--- config.mk ---
export PLATFORM = sky130hd
export DESIGN_NAME = mtx_result_collector
export DESIGN_NICKNAME = d
export VERILOG_FILES = /design/src/rtl/mtx_result_collector.sv
export SDC_FILE = /design/constraint.sdc
export NUM_CORES = 2
export LEC_CHECK = 0
export ABC_AREA = 1
export ABC_CLOCK_PERIOD_IN_PS = 4200
export CORE_ASPECT_RATIO = 1.5
export CORE_UTILIZATION = 54
export CTS_CLUSTER_DIAMETER = 30
export DETAILED_ROUTE_END_ITERATION = 10
export PLACE_DENSITY = 0.71
export SYNTH_ARGS = -nofsm -noshare
export SYNTH_HDL_FRONTEND = slang
export SYNTH_SLANG_ARGS = --single-unit
--- constraint.sdc ---
create_clock -name ACLK -period 4.2 [get_ports ACLK]
set_clock_uncertainty 0.05 [all_clocks]
set_input_delay 0.84 -clock ACLK [delete_from_list [all_inputs] [get_ports ACLK]]
set_output_delay 0.84 -clock ACLK [all_outputs]
set_load 0.01 [all_outputs]
--- src/rtl/mtx_result_collector.sv ---
// ---------------------------------------------------------------------------
// mtx_result_collector
//
// Downstream stage of the dot-product unit in the 8x8 matrix-multiply
// accelerator. Collects tagged (destination index, dot product) results into
// a 64-entry store, tracks which C elements have arrived, flags completion,
// reports job latency in ACLK cycles and offers a registered read port for
// the AXI-Lite read path.
//
// Ports:
//   ACLK        clock
//   ARESETN     asynchronous active-low reset
//   C_START     single-cycle pulse: clear and arm a new job
//   WR_VALID    result valid from the dot-product stage
//   WR_DEST     destination index of the result (row*8+col)
//   WR_DATA     dot-product result
//   RD_EN       read request
//   RD_ADDR     read index
//   RD_DATA     registered read data (holds when RD_VALID is low)
//   RD_VALID    one-cycle pulse, RD_DATA valid
//   CYCLE_IN    free-running cycle counter value
//   LATENCY     cycles from arm to last result of the job
//   FILL_COUNT  number of distinct entries written this job
//   STATUS      00 IDLE, 01 COLLECT, 10 DONE
//   DONE        high while in DONE
//   DUP_ERR     sticky duplicate-destination flag for the current job
// ---------------------------------------------------------------------------
module mtx_result_collector #(
  parameter int DATA_WIDTH = 32,
  parameter int IDX_WIDTH  = 6,
  parameter int CNT_WIDTH  = 64
) (
  input  logic                  ACLK,
  input  logic                  ARESETN,
  input  logic                  C_START,
  input  logic                  WR_VALID,
  input  logic [IDX_WIDTH-1:0]  WR_DEST,
  input  logic [DATA_WIDTH-1:0] WR_DATA,
  input  logic                  RD_EN,
  input  logic [IDX_WIDTH-1:0]  RD_ADDR,
  output logic [DATA_WIDTH-1:0] RD_DATA,
  output logic                  RD_VALID,
  input  logic [CNT_WIDTH-1:0]  CYCLE_IN,
  output logic [CNT_WIDTH-1:0]  LATENCY,
  output logic [IDX_WIDTH:0]    FILL_COUNT,
  output logic [1:0]            STATUS,
  output logic                  DONE,
  output logic                  DUP_ERR
);

  localparam int ENTRIES = 1 << IDX_WIDTH;
  localparam logic [IDX_WIDTH:0] LAST_FILL = (IDX_WIDTH + 1)'(ENTRIES - 1);

  // Encodings double as the STATUS field.
  typedef enum logic [1:0] {
    ST_IDLE    = 2'b00,
    ST_COLLECT = 2'b01,
    ST_DONE    = 2'b10
  } state_t;

  state_t                  state_q;
  state_t                  state_d;
  logic [DATA_WIDTH-1:0]   store [ENTRIES];
  logic [ENTRIES-1:0]      written;
  logic [IDX_WIDTH:0]      fill_count;
  logic                    dup_err;
  logic [CNT_WIDTH-1:0]    latency;
  logic [CNT_WIDTH-1:0]    start_snap;
  logic [DATA_WIDTH-1:0]   rd_data;
  logic                    rd_valid;

  logic accept;
  logic new_entry;
  logic dup_hit;
  logic completes;

  // Write qualification and next-state logic. An arm in the same cycle wins
  // over a write, so the write is dropped rather than landing in the new job.
  always_comb begin
    accept    = 1'b0;
    new_entry = 1'b0;
    dup_hit   = 1'b0;
    completes = 1'b0;
    state_d   = state_q;

    accept    = (state_q == ST_COLLECT) && WR_VALID && !C_START;
    new_entry = accept && !written[WR_DEST];
    dup_hit   = accept && written[WR_DEST];
    completes = new_entry && (fill_count == LAST_FILL);

    if (C_START) begin
      state_d = ST_COLLECT;
    end else if (completes) begin
      state_d = ST_DONE;
    end
  end

  // State register.
  always_ff @(posedge ACLK or negedge ARESETN) begin
    if (!ARESETN) begin
      state_q <= ST_IDLE;
    end else begin
      state_q <= state_d;
    end
  end

  // Job bookkeeping: arrival bitmap, fill count, duplicate flag and latency.
  // Unsigned subtraction makes a wrapped cycle counter give the right answer.
  always_ff @(posedge ACLK or negedge ARESETN) begin
    if (!ARESETN) begin
      written    <= '0;
      fill_count <= '0;
      dup_err    <= 1'b0;
      latency    <= '0;
      start_snap <= '0;
    end else if (C_START) begin
      written    <= '0;
      fill_count <= '0;
      dup_err    <= 1'b0;
      latency    <= '0;
      start_snap <= CYCLE_IN;
    end else begin
      if (new_entry) begin
        written[WR_DEST] <= 1'b1;
        fill_count       <= fill_count + 1'b1;
      end
      if (dup_hit) begin
        dup_err <= 1'b1;
      end
      if (completes) begin
        latency <= CYCLE_IN - start_snap;
      end
    end
  end

  // Result storage has no reset; the bitmap masks stale contents on read.
  always_ff @(posedge ACLK) begin
    if (new_entry) begin
      store[WR_DEST] <= WR_DATA;
    end
  end

  // Registered read port. Reads see the bitmap and store as they were before
  // this edge, so a same-cycle write or arm does not affect the returned data.
  always_ff @(posedge ACLK or negedge ARESETN) begin
    if (!ARESETN) begin
      rd_data  <= '0;
      rd_valid <= 1'b0;
    end else begin
      rd_valid <= RD_EN;
      if (RD_EN) begin
        rd_data <= written[RD_ADDR] ? store[RD_ADDR] : '0;
      end
    end
  end

  assign RD_DATA    = rd_data;
  assign RD_VALID   = rd_valid;
  assign LATENCY    = latency;
  assign FILL_COUNT = fill_count;
  assign STATUS     = state_q;
  assign DONE       = (state_q == ST_DONE);
  assign DUP_ERR    = dup_err;

endmodule

==> results.cfg <==
[floorplanning]
fp.dieW_um = 350
ios = 221
die_area_mm2 = 0.183
coreArea_mm2 = 0.180
row_count = 191
start_util = 0.544
die_y_um = 524

[cts]
cts_tree = done
cts_resized = 0
htreeDepth = 5
cts_buffers = 344
clockBufferDepth = 4
cts_setup_buffers = 0
clk_pin_slew_ns = 0.06
ctsRootBufferMaster = clkbuf_16
cts.sinks = 2283
clk_latency_ns = 0.88

[synthesis]
ys_seq_area_frac = 0.687
syn_area_mm2 = 0.0981
synth_fp_nets = 9450
synth-seq-cells = 2283
synth_cell_types = 37
synthCells = 9271
yosys_warnings = 0
avgSynthCellArea_um2 = 10.6

[global_routing]
antenna_found_initial = 10
grt_max_degree = 148
grtUsageTotal = 0.335
grt_pass1_wl_mm = 452
overflow = 0
grt_pass1_vias = 71100

[outcome]
violations = DRC
status = complete, but fails checks

[sta]
worst_pin_slew_ns = 1.12
fin_setup_tns_ns = 0
min_period_over_period = 0.760
finalHoldViolations = 0
rsz0062_at_grt = no
slew_violations = 0
slew-limit-headroom = 0.251
post-route-min-period_ns = 3.19
clock.fmax_mhz = 313
finalSetupViolations = 0
timing.final.ws_setup_ns = 1.01

[critical_path]
worstSetupEndpointType = flip-flop
critPathKind = in -> reg
critPathArrivalTime_ns = 3.94
crit_fanout = 54
cp.required_ns = 4.94
startpoint_type = input port

[pwr]
leakage_nw = 44.6
power.density_mw_per_mm2 = 495
peakVddDrop_v = 0.000525

[placement]
pre_cts_ws_ns = 0.289
io_buffer_count = 220
gp_congestion = 1.02
dp_hpwl_mm = 193

[detailed_routing]
vias_per_cell = 5.96
wl_met2_mm = 155
wl_met3_mm = 26.1
drtAntennaViolNets = 0
remaining_drc_errors = 3
vias = 73100
met1_length_mm = 107
drtIter0Drc = 9179
first_pass_iters = 11
wl_per_cell_um = 25.3
wirelength_mm = 310
highest_layer = met5

[final_layout]
drive_gt1_frac = 0.103
nFillCells = 13500
area.growth.synth_to_final_pct = 18.6
fin_nets = 9752

[hold_path]
hold_class = in -> reg

[job]
max-cap-violations = 0
[flip-flops by register name, summed over array words and instances, names as in the netlist]
signal	flops
STATUS	2
DUP_ERR	1
FILL_COUNT	7
RD_VALID	1
written	64
start_snap	64
RD_DATA	32
store	2048
LATENCY	64
[synthesized netlist by cell type]
cell type,count,area [um2]
o21bai_1,14,105
nand3b_1,13,97.6
xor2_1,15,131
o21ai_0,190,951
a22o_1,1,8.76
clkbuf_2,1,5.00
o21ai_1,16,80.1
and2_1,1,6.26
nor4_1,3,18.8
o211ai_1,42,315
nand4_1,20,125
edfxtp_1,2048,61500
o21a_1,1,7.51
buf_4,5,37.5
or2_2,21,131
clkbuf_1,354,1330
nand3_2,1,10.0
buf_1,78,293
nor2_4,1,11.3
and2_0,24,150
nor3_1,33,165
inv_2,5,18.8
a21o_1,1,7.51
nand2_1,3026,11400
clkinv_1,1,3.75
nor2_2,2,12.5
and3_1,1,6.26
ha_1,65,813
o22ai_1,3,18.8
nor2_1,244,916
inv_1,405,1520
nand3_1,2159,10800
a21oi_1,130,651
xnor2_1,2,17.5
fa_1,1,20.0
dfrtp_1,235,5880
buf_2,109,546
[layout make-up]
class	count	area [um2]	share of cell area
Sequential cell	2283	67400	0.580
Multi-Input combinational cell	6030	27400	0.236
Timing Repair Buffer	503	5440	0.0468
Tap cell	2412	3020	0.0260
Clock inverter	249	2570	0.0221
Clock buffer	383	8890	0.0765
Inverter	411	1570	0.0135
Antenna cell	5	12.5	0.000108
[per-layer routing]
layer  track usage  up-vias
li1              -    32800
met5             0        -
met4         0.223        6
met3        0.0510      964
met1         0.391    35200
met2         0.574     4193
[layout by cell type, fill, tap and decap left out, types with 14 or more instances in the layout]
cell,Yosys,final
nand2_1,3026,3026
nand3_1,2159,2159
edfxtp_1,2048,2048
inv_1,405,397
clkbuf_16,0,348
dfrtp_1,235,235
buf_4,5,220
o21ai_0,190,190
nor2_1,244,185
clkdlybuf4s50_1,0,178
a21oi_1,130,130
buf_12,0,95
inv_6,0,73
ha_1,65,65
nor2_4,1,60
o211ai_1,42,42
clkinvlp_4,0,38
clkinv_2,0,37
inv_8,0,34
nor3_1,33,32
clkinv_4,0,32
clkbuf_1,354,30
and2_0,24,24
or2_2,21,21
nand4_1,20,20
o21ai_1,16,16
bufinv_16,0,16
xor2_1,15,15
o21bai_1,14,14
[logic make-up (layout without fill, tap and decap cells)]
family                     count (synthesis)  count (layout)  share of synthesized area
and+or+nand+nor                         5549            5549                      0.243
xor gates and xnor gates                  17              17                    0.00152
buffers and inverters                    958            1546                     0.0383
adders and majority gates                 66              66                    0.00850
DFF                                     2283            2283                      0.687
AOI/OAI and AO/OA                        398             398                     0.0219
other                                      0               5                          0
[critical path, stage by stage]
cell	delay, ns
buf_8	0.18
inv_8	0.50
buf_4	0.47
nand2_1	0.13
nand3_1	0.09
nand3_1	0.11
nand3_1	0.19
nand3_1	0.19
nand3_1	0.27
and2_0	0.43
nand3_1	0.27
nand2_1	0.14
[repair_timing]
action,CTS,global route
setup endpoints to repair,0,0
hold buffers,1,0
hold endpoints to repair,55,0
[per-stage QoR]
step                utilization  power, W  instance area (um2)  instances  hold slack (ns)
finish                    0.644    0.0576               116000      12300            0.424
global route              0.644    0.0590               116000      12300            0.454
CTS                       0.644    0.0577               116000      12300            0.381
detailed placement        0.581    0.0299               105000      11600            0.416
global placement          0.581    0.0298               105000      11600            0.419
floorplan                     -    0.0277                98100       9271            0.413
[path summary, 6_finish.rpt]
check                                from            end  slack, ns  cells past startpoint
setup reg to reg           start_snap[36]    LATENCY[50]       1.12                     13
min in group asynchronous         ARESETN    written[32]       0.47                      2
setup / recovery               RD_ADDR[0]    RD_DATA[16]       1.01                     12
hold / removal                    C_START     written[4]       0.42                      2
max in group asynchronous         ARESETN  start_snap[7]       2.67                      3
hold reg to reg               RD_DATA[31]    RD_DATA[31]       0.44                      2
[report_power, final]
group          internal [W]  leakage [nW]  switching (W)  total (W)
logic               0.00120          17.5        0.00333    0.00453
clock network        0.0168          5.53         0.0113     0.0281
registers            0.0249          21.5      0.0000618     0.0250
No activity file was read; power rests on OpenSTA's default activity.
